$ cat src/rtl/timebase_sched.sv
// Free-running system timebase with gated counting, tap strobes, a snapshot port
// and compare/alarm channels (one-shot or periodic) for scheduling logic.
module timebase_sched #(
  parameter int                  WIDTH        = 32,
  parameter int                  NTAPS        = 6,
  parameter int                  TAP_EXPLICIT = 0,
  parameter logic [NTAPS*8-1:0]  TAP_LIST     = '0,
  parameter int                  TAP_RISING   = 0,
  parameter int                  NALARM       = 2,
  localparam int                 IDXW         = (NALARM > 1) ? $clog2(NALARM) : 1
) (
  input  logic              clk,
  input  logic              rst_n,
  input  logic              en,
  input  logic              clr,
  input  logic              snap_req,
  input  logic              alarm_wr,
  input  logic              alarm_disarm,
  input  logic [IDXW-1:0]   alarm_idx,
  input  logic [WIDTH-1:0]  alarm_target,
  input  logic [WIDTH-1:0]  alarm_period,
  output logic [WIDTH-1:0]  ticks,
  output logic [NTAPS-1:0]  taps,
  output logic [WIDTH-1:0]  snap_ticks,
  output logic              snap_valid,
  output logic [NALARM-1:0] alarm_fire,
  output logic [NALARM-1:0] alarm_armed
);

  logic [NTAPS-1:0]  tap_bit;
  logic [NTAPS-1:0]  tap_prev;
  logic [NTAPS-1:0]  tap_edge;
  logic [WIDTH-1:0]  target_q [NALARM];
  logic [WIDTH-1:0]  period_q [NALARM];
  logic [NALARM-1:0] wr_sel;
  logic [NALARM-1:0] dis_sel;
  logic [NALARM-1:0] match;

  // NOTE: sequential state uses non-blocking assignments so every register samples
  // pre-edge values; blocking here would create order-dependent simulation races.
  always_ff @(posedge clk or negedge rst_n) begin
    if (!rst_n) begin
      ticks <= '0;
    end else if (clr) begin
      ticks <= '0;
    end else if (en) begin
      ticks <= ticks + WIDTH'(1);
    end
  end

  // Tap bit positions are either spread evenly across the counter or listed explicitly.
  for (genvar k = 0; k < NTAPS; k++) begin : g_tap
    localparam int BIT = (TAP_EXPLICIT != 0) ? int'(TAP_LIST[8*k +: 8])
                                             : (k * (WIDTH - 1)) / (NTAPS - 1);
    assign tap_bit[k] = ticks[BIT];
  end

  assign tap_edge = (TAP_RISING != 0) ? (tap_bit & ~tap_prev) : (tap_bit ^ tap_prev);

  // Clearing prev alongside ticks keeps the first post-clear compare at 0 vs 0.
  always_ff @(posedge clk or negedge rst_n) begin
    if (!rst_n) begin
      tap_prev <= '0;
      taps     <= '0;
    end else if (clr) begin
      tap_prev <= '0;
      taps     <= '0;
    end else begin
      tap_prev <= tap_bit;
      taps     <= tap_edge;
    end
  end

  always_ff @(posedge clk or negedge rst_n) begin
    if (!rst_n) begin
      snap_ticks <= '0;
      snap_valid <= 1'b0;
    end else begin
      snap_valid <= snap_req;
      if (snap_req) begin
        snap_ticks <= ticks;
      end
    end
  end

  // NOTE: every variable assigned in always_comb gets a default first, so no path
  // can leave it unassigned and infer a latch.
  always_comb begin
    wr_sel  = '0;
    dis_sel = '0;
    match   = '0;
    for (int i = 0; i < NALARM; i++) begin
      wr_sel[i]  = alarm_wr && (alarm_idx == IDXW'(i));
      dis_sel[i] = alarm_disarm && !alarm_wr && (alarm_idx == IDXW'(i));
      match[i]   = alarm_armed[i] && (ticks == target_q[i]);
    end
  end

  // NOTE: the small per-channel target/period arrays are reset too, so a channel
  // never starts from unknown state; large RAM-style storage would not be reset.
  always_ff @(posedge clk or negedge rst_n) begin
    if (!rst_n) begin
      for (int i = 0; i < NALARM; i++) begin
        target_q[i] <= '0;
        period_q[i] <= '0;
      end
      alarm_armed <= '0;
      alarm_fire  <= '0;
    end else begin
      for (int i = 0; i < NALARM; i++) begin
        alarm_fire[i] <= 1'b0;
        // A write or disarm landing in a match cycle suppresses that fire.
        if (wr_sel[i]) begin
          target_q[i]    <= alarm_target;
          period_q[i]    <= alarm_period;
          alarm_armed[i] <= 1'b1;
        end else if (dis_sel[i]) begin
          alarm_armed[i] <= 1'b0;
        end else if (match[i]) begin
          alarm_fire[i] <= 1'b1;
          if (period_q[i] == '0) begin
            alarm_armed[i] <= 1'b0;
          end else begin
            target_q[i] <= target_q[i] + period_q[i];
          end
        end
      end
    end
  end

endmodule

$ cat config.mk
export PLATFORM = sky130hd
export DESIGN_NAME = timebase_sched
export DESIGN_NICKNAME = d
export VERILOG_FILES = /design/src/rtl/timebase_sched.sv
export SDC_FILE = /design/constraint.sdc
export NUM_CORES = 1
export LEC_CHECK = 0
export ABC_AREA = 1
export CORE_MARGIN = 1
export CORE_UTILIZATION = 45
export DETAILED_ROUTE_END_ITERATION = 8
export MAX_ROUTING_LAYER = met4
export PLACE_DENSITY = 0.77
export SYNTH_ARGS = -nofsm -noshare
export SYNTH_HDL_FRONTEND = slang
export SYNTH_SLANG_ARGS = --single-unit
$ cat constraint.sdc
create_clock -name clk -period 2.7 [get_ports clk]
set_input_delay 0.27 -clock clk [delete_from_list [all_inputs] [get_ports clk]]
set_output_delay 0.27 -clock clk [all_outputs]
set_load 0.01 [all_outputs]
==> results.md, run 1 <==
- Status: finished, final reports clean
- Gr usage total: 36.4%
- DRC: 0
- Post-synthesis mux area share: slightly above 1%
- WHS Endpoint: snap_valid
- VDD IR-drop max: between 0.6 and 0.7 mV
- Crit path depth: 11
- Post-Synth XOR/XNOR Area: around 1.6%
- Most common cell on crit path: nand2_1
- Num rows: 67
- Largest family of logic cells by synthesized area: simple AND/OR/NAND/NOR gates
- Post-CTS setup buffer count: 0
- Core Box Area: about 34000 µm²
- Fillcell total: 3382
- Slew Limit Fails: 0
- Number of antenna violations at the first check in global routing: 0
- R2R cell count: 11
- Synthesized flop and latch total: approximately 210
- CTS max path bufs: 3
- # resized after CTS: 0
- DRT Wirelength: around 62 mm
- Worst setup EP type: register
- Max Cap Viol: 0
- Synth Area in Compound Gates: a little under a tenth
- Average cell area after synthesis: roughly 6.3 µm²
- Total power: roughly 0.016 W
- Initial Util: 46.2%
- DRT antenna net count: 0
- Number of global-route vias before repair: approximately 16k
- Layout net count: about 2.8k
- Ratio of final minimum period to clock period: slightly below 100%
- RSZ-0062 raised after global routing: no
- Worst Path Buf+Inv: 1
- Critical Path Max Stage Delay: ~0.70 ns
- Total gr overflow: 0
- Power Density: about 840 nW/µm²
- DR WL/cell: 20.1 µm
- Post-synth top flop: dfrtp_1
- Endpoints failing hold: 0
- # IOs: between 100 and 150
- Top-area cell type share of the netlist area: 33.4%
- Max transition margin: between 40% and 50%
- Worst-Skew Late Latency: 0.57 ns
- Synth Net Count: between 2k and 3k
- First-pass GRT wire length: roughly 94 mm
- Hold slack final: approximately 0.22 ns
- Util after Layout: a little over half
- Critical-path cell list: xnor2_1 -> nand3_1 -> nor2_1 -> nand2_1 -> nor2_2 -> nand3_2 -> nand2_2 -> nand2_4 -> buf_12 -> nand2_1 -> o21ai_2
- Synth Area in Adders: 5.29%
- Inserted Diodes: 0
- Die X: ~190 µm
- Hold_buf cts: 1
- Seq. cell area: roughly 5200 µm²
- Slew of the pin with the lowest slew margin: approximately 0.75 ns
- Final Setup Violations: 0
- Chip Height: 188 µm
- Synth unique cells: 51
- Part of the Yosys area used for sequential elements: approximately 33%
- Synthesis-to-finish area growth: 18.5%
- Clk slew on worst S/H paths: 0.06 ns
- Root buf cell: clkbuf_16
- Setup TNS: 0 ns
- Mapped Area: roughly 16000 µm²
- Async SR Flop Fraction: 100%
- GPL Wtd Cong: between 1 and 1.5
- Crit path DAT: roughly 3.1 ns
- Critical R2R Launch: ticks[2]
- Yosys warning count: 0
- CP max FO: 30
- Worst reg-to-reg setup slack: approximately 0.042 ns
- DRT Pass-1 Iters: 5
- Fraction of layout cells with a size suffix above 1: just under 6%
- Hold depth: 1
- Number of synthesized flops with an enable pin: 0
- Detailed-route via count: 16.7k
- Fin area: between 15000 and 20000 µm²
- 1st-iter DRT viols: 1612
- Sink Count: roughly 210
- Placed inst area: around 18000 µm²
- Largest delay contributor family on the critical path: simple AND/OR/NAND/NOR gates
- Largest net degree at the start of global routing: 91
- Leakage: around 10 nW
- CP required: around 3.1 ns
- Worst setup path class: register to register
- Fmax: 0.376 GHz
- DP HPWL: 50.4 mm
- CTS H-Tree Depth: 1
- Worst setup SP type: register
- Clock skew: between 0.03 and 0.04 ns
- Die area: ~36000 µm²
- Hold_sp: snap_req
- Simple-gate area share of the yosys netlist: 38.5%
- Class of the worst hold path: input pin to register
- Main area contributors after synthesis: dfrtp_1 (33%), nand2_1 (24%), inv_1 (8.6%)
- Vias per cell: 5.38
- Slowest stage cell, crit path: xnor2_1
- PortBufs: between 100 and 150
- Period minus WS final: between 2 and 3 ns
- Area leader, netlist: dfrtp_1
- Post-Synthesis Cells: 2477
- CTS tree: done
- R2R Path End: target_q[35]
- CTS buffer count: 25
- Area of the multi-input gates: 8690 µm²
worst max path at each step:
stage | slack [ns] | endpoint | from
floorplan | 0.72 | target_q[44] | target_q[32]
global placement | 0.18 | target_q[34] | ticks[2]
detailed placement | 0.20 | target_q[35] | ticks[2]
CTS | 0.14 | target_q[35] | ticks[2]
global route | 0.008 | target_q[38] | ticks[2]
finish | 0.04 | target_q[35] | ticks[2]
worst reg2reg max path, stage by stage, from the launching register on:
cell	delay [ns]
dfrtp_1	0.64
xnor2_1	0.71
nand3_1	0.16
nor2_1	0.15
nand2_1	0.07
nor2_2	0.12
nand3_2	0.12
nand2_2	0.10
nand2_4	0.09
buf_12	0.18
nand2_1	0.11
o21ai_2	0.06
cells in the final DEF, fill, tap and decap left out, drive strengths merged:
master	n
nand3b	12
dlygate4sd3	1
nand4	38
nor4b	1
xnor2	13
o21bai	2
a21boi	4
and2	4
clkdlybuf4s50	144
nand3	130
mux2i	16
xor2	15
a21o	2
bufinv	2
ha	63
nor4	6
o2111ai	3
nand2	992
nor3	34
or2	13
or3	1
o31ai	1
a21oi	103
clkinvlp	1
o21ai	135
nor3b	3
dfrtp	209
o21a	2
inv	380
buf	37
and3	1
nor2	235
o22ai	1
clkinv	10
clkbuf	34
fa	2
o211ai	2
synth_stat cells (5+ instances only):
cell type / count
nand2_1: 987
inv_1: 357
nor2_1: 228
dfrtp_1: 209
nand3_1: 126
o21ai_0: 111
a21oi_1: 101
ha_1: 63
nand4_1: 37
clkbuf_1: 31
nor3_1: 31
inv_2: 22
o21ai_2: 22
mux2i_1: 16
xor2_1: 15
xnor2_1: 13
buf_6: 12
nand3b_1: 12
or2_2: 12
nor2_2: 6
nor4_1: 5
sequential cells by signal, summed over array words and instances, names as in the netlist:
| signal | flops |
|---|---|
| snap_valid | 1 |
| target_q | 64 |
| snap_ticks | 32 |
| alarm_fire | 2 |
| taps | 6 |
| tap_prev | 6 |
| period_q | 64 |
| ticks | 32 |
| alarm_armed | 2 |
area by class of cell:
class / count / area share, %
clock buffers: 34 / 3.72
clock inverters: 12 / 0.729
inverters: 381 / 7.71
multi-input cells: 1834 / 46.9
flip-flops and latches: 209 / 28.2
well taps: 448 / 3.02
repair buffers: 182 / 9.76
per-stage QoR:
| stage | worst slack (ns) | cells |
|---|---|---|
| after floorplan | 0.718 | 2477 |
| after global placement | 0.183 | 3053 |
| after detailed placement | 0.197 | 3053 |
| after CTS | 0.136 | 3100 |
| after global routing | 0.00789 | 3100 |
| final | 0.0423 | 3100 |
cells by family (layout without fill, tap and decap cells):
family	after synthesis	after routing
and+or+nand+nor	1470	1470
xor gates and xnor gates	28	28
muxes	16	16
buffers and inverters	434	609
adders and majority gates	65	65
DFF	209	209
AOI/OAI and AO/OA	255	255
layer usage:
metal / track usage, % / vias to the layer above / wire length (µm) / share of wire [%]
met1: 45.5 / 7767 / 26000 / 42
met3: 3.30 / 143 / 3820 / 6.1
met5: - / - / 0 / 0
met2: 59.9 / 724 / 29300 / 47
met4: 16.5 / 0 / 3170 / 5.1
li1: - / 8051 / - / -
report_power, final:
group,switching [W],internal [W]
clock network,0.00143,0.00199
registers,0.00107,0.00370
logic,0.00477,0.00269
total,0.00727,0.00839
Power figures use the tool's default switching activity.
==> run 2: changes to the inputs <==
--- a/config.mk
+++ b/config.mk
@@ -6,6 +6,7 @@
 export NUM_CORES = 1
 export LEC_CHECK = 0
 export ABC_AREA = 1
+export CORE_ASPECT_RATIO = 0.9
 export CORE_MARGIN = 1
 export CORE_UTILIZATION = 45
 export DETAILED_ROUTE_END_ITERATION = 8
==> run 2 against run 1 <==
Global-route usage shrank 0.56 points. Routed wire length shrank 2.5%. Cell area is essentially flat. Utilization shrank 0.40 points. Combinational power is essentially flat. Die area is essentially flat. Total power shrank 2.0%. Sequential power shrank 0.8%. Largest power group unchanged. Non-clock buffer count grew 8.
==> results.md, run 2 (synthesis gave the netlist of run 1 again) <==
- DRC: 0 (unchanged)
- Number of global-route vias before repair: 15.5k (-2.6%)
- Slew of the pin with the lowest slew margin: 0.726 ns (-0.0265 ns)
- Hold slack final: 0.260 ns (+0.0377 ns)
- Seq. cell area: 5230 µm² (unchanged)
- Die area: 35500 µm² (about the same)
- DRT Pass-1 Iters: 6 (+1)
- DRT Wirelength: 60.7 mm (-2.5%)
- CTS max path bufs: 3 (unchanged)
- CTS tree: done
- Clock skew: 0.0310 ns (-0.00695 ns)
- Fmax: 0.392 GHz (+4.1%)
- VDD IR-drop max: 0.696 mV (+15%)
- DR WL/cell: 19.5 µm (-3.0%)
- GPL Wtd Cong: 1.07 (+1.7%)
- Core Box Area: 34100 µm² (+0.72%)
- Total gr overflow: 0 (unchanged)
- DRT antenna net count: 0 (unchanged)
- Largest net degree at the start of global routing: 90 (-1.1%)
- Number of antenna violations at the first check in global routing: 0 (unchanged)
- CTS H-Tree Depth: 1 (unchanged)
- Initial Util: 45.9% (-0.33 points)
- CTS buffer count: 24 (-4.0%)
- Util after Layout: 54.4% (-0.40 points)
- Hold_buf cts: 1 (unchanged)
- Worst-Skew Late Latency: 0.56 ns (about the same)
- Root buf cell: clkbuf_16
- Clk slew on worst S/H paths: 0.06 ns (about the same)
- Setup TNS: 0 ns (unchanged)
- Synthesis-to-finish area growth: 18.5% (about the same)
- Final Setup Violations: 0 (unchanged)
- DP HPWL: 49.0 mm (-2.7%)
- Max transition margin: 51.2% (+1.3 points)
- Area of the multi-input gates: 8690 µm² (unchanged)
- Fraction of layout cells with a size suffix above 1: 6.17% (+0.22 points)
- Leakage: 9.98 nW (-0.19%)
- Crit path DAT: 2.97 ns (-0.11 ns)
- Die X: 199 µm (+5.4%)
- PortBufs: 146 (unchanged)
- Power Density: 828 nW/µm² (-2.0%)
- First-pass GRT wire length: 91.7 mm (-2.8%)
- Inserted Diodes: 0 (unchanged)
- 1st-iter DRT viols: 1425 (-12%)
- # IOs: 147 (unchanged)
- Slew Limit Fails: 0 (unchanged)
- Layout net count: 2777 (+0.25%)
- Vias per cell: 5.34 (-0.80%)
- Endpoints failing hold: 0 (unchanged)
- Finished Layout Cells: 3118 (+0.58%)
- Most common cell after layout, fill and taps aside: nand2_1
- Fillcell total: 3450 (+2.0%)
- Sink Count: 209 (unchanged)
- CP max FO: 5 (-83%)
- Ratio of final minimum period to clock period: 94.5% (-3.9 points)
- Detailed-route via count: 16.6k (-0.23%)
- Worst setup path class: register to register
- Largest regs: period_q: 64 flops, target_q: 64 flops
- Total power: 0.0154 W (-2.0%)
- Period minus WS final: 2.55 ns (-0.105 ns)
- Num rows: 64 (-4.5%)
- # resized after CTS: 0 (unchanged)
- Worst setup EP type: register
- Max Cap Viol: 0 (unchanged)
- CP required: 3.12 ns (about the same)
- Chip Height: 179 µm (-5.1%)
- RSZ-0062 raised after global routing: no
- Commonest cells after routing, fill and taps aside: nand2_1 (986), inv_1 (357), nor2_1 (227)
- Status: finished, final reports clean
- Post-CTS setup buffer count: 0 (unchanged)
- Worst setup SP type: register
- Gr usage total: 35.9% (-0.56 points)
- Placed cells: 3075 (+0.72%)
- Class of the worst hold path: input pin to register
==> run 2: worst paths after layout <==
| path | from | endpoint | slack [ns] | cells after the start |
|---|---|---|---|---|
| setup / recovery | target_q[32] | target_q[48] | 0.15 | 12 |
| setup reg to reg | target_q[32] | target_q[48] | 0.15 | 12 |
| min in group asynchronous | rst_n | tap_prev[2] | 0.31 | 2 |
| hold / removal | snap_req | snap_valid | 0.26 | 2 |
| max in group asynchronous | rst_n | snap_ticks[21] | 1.62 | 3 |
| hold reg to reg | tap_prev[4] | taps[4] | 0.44 | 1 |
==> run 2: final cells by class <==
class                           count  share of cell area (%)
Clock inverter                     11                   0.486
Tap cell                          462                    3.12
Inverter                          381                    7.71
Multi-Input combinational cell   1834                    46.9
Clock buffer                       31                    3.54
Timing Repair Buffer              190                    10.1
Sequential cell                   209                    28.2
==> run 2: routing by layer <==
metal  wire length (µm)  global-route usage [%]
met3               4460                    4.03
met5                  0                       -
met2              27200                    56.8
met1              25900                    46.3
met4               3170                    16.3
==> run 2: where the power goes <==
| part | switching [W] | leakage (nW) | internal [W] | total [W] |
|---|---|---|---|---|
| Clock | 0.00141 | 0.350 | 0.00173 | 0.00315 |
| Combinational | 0.00477 | 6.97 | 0.00269 | 0.00747 |
| Sequential | 0.00104 | 2.66 | 0.00370 | 0.00474 |
==> run 2: critical path: stages (launching register included) <==
cell and delay (ns):
dfrtp_1 0.51, ha_1 0.31, fa_1 0.46, nand3_1 0.12, nand3_1 0.14, nand2_1 0.09, nand2_1 0.15, a21oi_1 0.30
nand2_1 0.10, nand2_1 0.07, o21ai_0 0.07, nand2_1 0.06, nand2_1 0.05
==> run 2: stage by stage <==
step	setup slack [ns]	cell area [µm²]
after global placement	0.216	17800
after detailed placement	0.176	17800
after CTS	0.157	18500
after global routing	0.000199	18500
after floorplan	0.718	15600
final	0.147	18500
==> variant 1, RTL diff (config.mk and constraints of run 1) <==
Reset style: synchronous (`rst_n`), changed in 4 clocked blocks.
--- a/src/rtl/timebase_sched.sv
+++ b/src/rtl/timebase_sched.sv
@@ -38,7 +38,7 @@
 
   // NOTE: sequential state uses non-blocking assignments so every register samples
   // pre-edge values; blocking here would create order-dependent simulation races.
-  always_ff @(posedge clk or negedge rst_n) begin
+  always_ff @(posedge clk) begin
     if (!rst_n) begin
       ticks <= '0;
     end else if (clr) begin
@@ -58,7 +58,7 @@
   assign tap_edge = (TAP_RISING != 0) ? (tap_bit & ~tap_prev) : (tap_bit ^ tap_prev);
 
   // Clearing prev alongside ticks keeps the first post-clear compare at 0 vs 0.
-  always_ff @(posedge clk or negedge rst_n) begin
+  always_ff @(posedge clk) begin
     if (!rst_n) begin
       tap_prev <= '0;
       taps     <= '0;
@@ -71,7 +71,7 @@
     end
   end
 
-  always_ff @(posedge clk or negedge rst_n) begin
+  always_ff @(posedge clk) begin
     if (!rst_n) begin
       snap_ticks <= '0;
       snap_valid <= 1'b0;
@@ -98,7 +98,7 @@
 
   // NOTE: the small per-channel target/period arrays are reset too, so a channel
   // never starts from unknown state; large RAM-style storage would not be reset.
-  always_ff @(posedge clk or negedge rst_n) begin
+  always_ff @(posedge clk) begin
     if (!rst_n) begin
       for (int i = 0; i < NALARM; i++) begin
         target_q[i] <= '0;
Function: differs if rst_n is asserted again (counterexample within 4 cycles, from zero or initial values and one cycle with rst_n low); with rst_n held inactive, the same outputs for 4 cycles.
==> variant 1 against run 1 <==
- the run now fails in detailed routing (5_2_route)
- synthesized cell count down 16%
- synthesized area fell by 8.8%
==> variant 1: results (changes against run 1) <==
[global_routing]
grt_pass1_vias = 14200  ; was 16000
grt_start_max_net_pins = 66  ; was 91
track_usage_pct = 36.0  ; was 36.4%
antenna_found_initial = 0  ; unchanged
grt.met1_usage_pct = 45.1  ; was 45.5%
use_met2_pct = 59.3  ; was 59.9%
use_met3_pct = 4.08  ; was 3.30%
grt_pass1_wl_um = 84700  ; was 94400 µm

[run_status]
status = stopped before the end  ; was finished, final reports clean
lastStage = detailed routing (5_2_route)
error_line = [ERROR DRT-0255] Maze Route cannot find path of net snap_ticks[27] in worker of routeBox ( 144900 96600 ) ( 180035 144900 ).

[clock_tree]
clockBufferDepth = 3  ; unchanged
postCtsHoldBufs = 0  ; was 1
root_buffer = clkbuf_16  ; unchanged
clkSinkCount = 209  ; unchanged
cts-buffers-inserted = 26  ; was 25
cts.htree.levels = 1  ; unchanged
cts-resized-gates = 0  ; unchanged
post_cts_buffers = 0  ; unchanged

[place]
dp_hpwl_um = 46400  ; was 50400 µm
placed_cells = 2656  ; was 3053
port_buffers = 146  ; unchanged
placed_area_mm2 = 0.0166  ; was 0.0177 mm²
place.gp.congestion = 1.06  ; was 1.05

[yosys]
synthTopCellsByArea = edfxtp_1 (27%), nand2_1 (16%), dfxtp_1 (11%)  ; was dfrtp_1 (33%), nand2_1 (24%), inv_1 (8.6%)
yosysWarnings = 0  ; unchanged
synthXorXnorAreaFrac_pct = 3.25  ; was 1.57%
synth_edf_count = 128  ; was 0
synth_commonest_cells = nand2_1 (623), nor2_1 (306), inv_1 (274)  ; was nand2_1 (987), inv_1 (357), nor2_1 (228)
syn_nets = 2230  ; was 2614
synth_mux_area_share_pct = 0  ; was 1.02%
synth_compound_area_share_pct = 10.4  ; was 9.07%
seq_area_frac_synth_pct = 38.3  ; was 33.4%
synth_async_sr_flop_share_pct = 0  ; was 100%
synth_fa_ha_area_share_pct = 5.81  ; was 5.29%
synthDistinctLibCells = 43  ; was 51
syn_inst = 2093  ; was 2477

[timing]
worstEndpointType = sequential cell input
postGrtWorstEndpoint = target_q[0][27]$_SDFFCE_PP0P_/D

[floorplan]
fp.dieW_um = 180  ; was 188 µm

## variant 1: cell count changes after synthesis, moves of 10 or more
cell	before	now
edfxtp_1	0	128
a21oi_1	101	128
nand2_1	987	623
clkbuf_1	31	19
nor2_1	228	306
mux2i_1	16	0
buf_6	12	2
o21ai_2	22	0
dfxtp_1	0	81
inv_1	357	274
o21ai_1	2	16
buf_2	4	18
dfrtp_1	209	0
xnor2_1	13	34
## variant 1: cells by family after synthesis
| kind of cell | Yosys count |
|---|---|
| AOI/OAI and AO/OA | 282 |
| xor gates and xnor gates | 53 |
| adders and majority gates | 65 |
| buffers and inverters | 335 |
| DFF | 209 |
| and+or+nand+nor | 1149 |
## variant 1: per-stage QoR
| stage | hold slack, ns | worst slack (ns) |
|---|---|---|
| 2_1_floorplan | 0.413 | 0.0194 |
| 3_3_place_gp | 0.459 | 0.169 |
| 3_5_place_dp | 0.466 | 0.139 |
| 4_1_cts | 0.371 | 0.143 |
| 5_1_grt | 0.399 | 0.00359 |
==> variant 2, RTL diff (settings of run 1) <==
Without the edit above. Change the parameter `NTAPS` from 6 to 8.
--- a/src/rtl/timebase_sched.sv
+++ b/src/rtl/timebase_sched.sv
@@ -2,7 +2,7 @@
 // and compare/alarm channels (one-shot or periodic) for scheduling logic.
 module timebase_sched #(
   parameter int                  WIDTH        = 32,
-  parameter int                  NTAPS        = 6,
+  parameter int                  NTAPS        = 8,
   parameter int                  TAP_EXPLICIT = 0,
   parameter logic [NTAPS*8-1:0]  TAP_LIST     = '0,
   parameter int                  TAP_RISING   = 0,
Ports: changed (resized taps); port bits go from 147 to 149. The function was not compared with the original's and may differ.
==> variant 2 against run 1 <==
- wire length increased by 5.0%
- power decreased by 0.52%
- maximum frequency increased by 6.6%
- worst setup slack improved by 0.17 ns
- sequential cell count increased by 4
- combinational power about the same
- design area increased by 1.1%
- count of clock-buffer cells in the layout decreased by 1
- synthesized cell count increased by 0.57%
- first-iteration DRC count decreased by 10%
- synthesized area about the same
==> variant 2: results (changes against run 1) <==
[yosys]
seq_area_frac_synth_pct = 34.1  ; was 33.4%
synthTopCellsByArea = dfrtp_1 (34%), nand2_1 (24%), inv_1 (8.9%)  ; was dfrtp_1 (33%), nand2_1 (24%), inv_1 (8.6%)
synth_async_sr_flop_share_pct = 100  ; unchanged
synth_mux_area_share_pct = 0.655  ; was 1.02%
synth_commonest_cells = nand2_1 (1007), inv_1 (371), nor2_1 (220)  ; was nand2_1 (987), inv_1 (357), nor2_1 (228)
synthDistinctLibCells = 48  ; was 51
synth_compound_area_share_pct = 8.41  ; was 9.07%
synthXorXnorAreaFrac_pct = 1.96  ; was 1.57%
ys.flop_type = dfrtp_1  ; unchanged
synth_fa_ha_area_share_pct = 5.29  ; about the same
syn_nets = 2628  ; was 2614
yosysWarnings = 0  ; unchanged

[routing]
met1Wirelength_um = 25800  ; was 26000 µm
wl_met2_um = 30800  ; was 29300 µm
dr.pass1.iters = 5  ; unchanged
vias = 16800  ; was 16700
drt_iter0_markers = 1451  ; was 1612
wl_met3_um = 5080  ; was 3820 µm
top_layer_used = met4  ; unchanged
routedWlPerCell_um = 20.9  ; was 20.1 µm

[clock_tree]
clockBufferDepth = 3  ; unchanged
cts-buffers-inserted = 25  ; unchanged
clk_latency_ns = 0.55  ; was 0.57 ns
post_cts_buffers = 0  ; unchanged
root_buffer = clkbuf_16  ; unchanged
clk_pin_slew_ns = 0.06  ; about the same
cts.htree.levels = 1  ; unchanged
cts-resized-gates = 0  ; unchanged
postCtsHoldBufs = 1  ; unchanged

[global_routing]
grt_pass1_vias = 16100  ; was 16000
grt_start_max_net_pins = 84  ; was 91
grt.met1_usage_pct = 45.5  ; about the same
track_usage_pct = 37.9  ; was 36.4%
antenna_found_initial = 1  ; was 0
grt_pass1_wl_um = 97400  ; was 94400 µm
use_met3_pct = 5.81  ; was 3.30%
use_met2_pct = 62.5  ; was 59.9%

[setup_path]
worst-r2r-setup-slack_ns = 0.21  ; was 0.04 ns
cpPeakStageDelay_ns = 0.50  ; was 0.70 ns
r2r_start = ticks[8]  ; was ticks[2]
crit_fanout = 43  ; was 30
critPathArrivalTime_ns = 2.90  ; was 3.08 ns
path_delay_family = simple AND/OR/NAND/NOR gates  ; unchanged
worst-setup-path-type = flip-flop to flip-flop  ; unchanged
crit_slowest_cell = dfrtp_1  ; was xnor2_1

[power_and_ir_drop]
intPower_uw = 8380  ; was 8390 µW
leakagePower_uw = 0.0101  ; was 0.0100 µW
vdd_drop_max_mv = 0.569  ; was 0.604 mV

[run_status]
status = finished, final reports clean  ; unchanged

[finish]
finalNetCount = 2806  ; was 2770
drive_above_1_share_pct = 5.00  ; was 5.96%
reg_top3 = period_q (64), target_q (64)  ; unchanged

[place]
place.gp.congestion = 1.09  ; was 1.05
dp_hpwl_um = 52800  ; was 50400 µm
port_buffers = 148  ; was 146

[worst_hold_path]
hp-start = snap_req  ; unchanged
hold_class = input pin to flip-flop  ; unchanged

[timing]
tns_ns = 0  ; unchanged
worst_pin_slew_ns = 0.785  ; was 0.752 ns
fin_worst_skew_ns = 0.0327  ; was 0.0380 ns

[variant 2: cell count changes after synthesis, sizes merged, moves of 4 or more]
cell | run 1 | this run
nor2 | 235 | 224
mux2i | 16 | 8
xor2 | 15 | 10
nand4 | 38 | 43
xnor2 | 13 | 25
nor3b | 3 | 7
nand3 | 130 | 134
clkbuf | 32 | 39
a21oi | 103 | 98
nand2 | 992 | 1012
dfrtp | 209 | 213
[variant 2: power by group through the flow]
| stage | registers (µW) | clock network [µW] | logic, µW |
|---|---|---|---|
| after detailed placement | 4800 | 0 | 7330 |
| after CTS | 4740 | 3330 | 7370 |
| after global routing | 4830 | 3450 | 8410 |
| final | 4820 | 3310 | 7460 |
| after floorplan | 4290 | 0 | 5270 |
| after global placement | 4770 | 0 | 7280 |
[variant 2: path summary, 6_finish.rpt]
| check | endpoint | depth (start not counted) |
|---|---|---|
| worst max-delay path | target_q[5] | 14 |
| worst min-delay path | snap_ticks[19] | 3 |
| worst max register to register | target_q[5] | 14 |
| worst min register to register | taps[3] | 1 |
| max in group asynchronous | period_q[15] | 3 |
| min in group asynchronous | ticks[11] | 2 |
[variant 2: final cells by class]
cell class                      instances  area [µm²]
Multi-Input combinational cell       1842        8610
Tap cell                              448         561
Clock buffer                           33         666
Sequential cell                       213        5330
Fill cell                            3464       15100
Clock inverter                          7        95.1
Antenna cell                            2        5.00
Timing Repair Buffer                  210        2060
Inverter                              377        1420
[variant 2: metrics by stage]
step	worst slack (ns)	instance area, µm²	std cells	hold slack, ns
after floorplan	0.762	15700	2491	-0.0256
after global placement	0.276	18000	3089	0.353
after detailed placement	0.287	18000	3089	0.344
after CTS	0.266	18700	3130	0.175
after global routing	0.0235	18700	3131	0.209
final	0.207	18700	3132	0.190
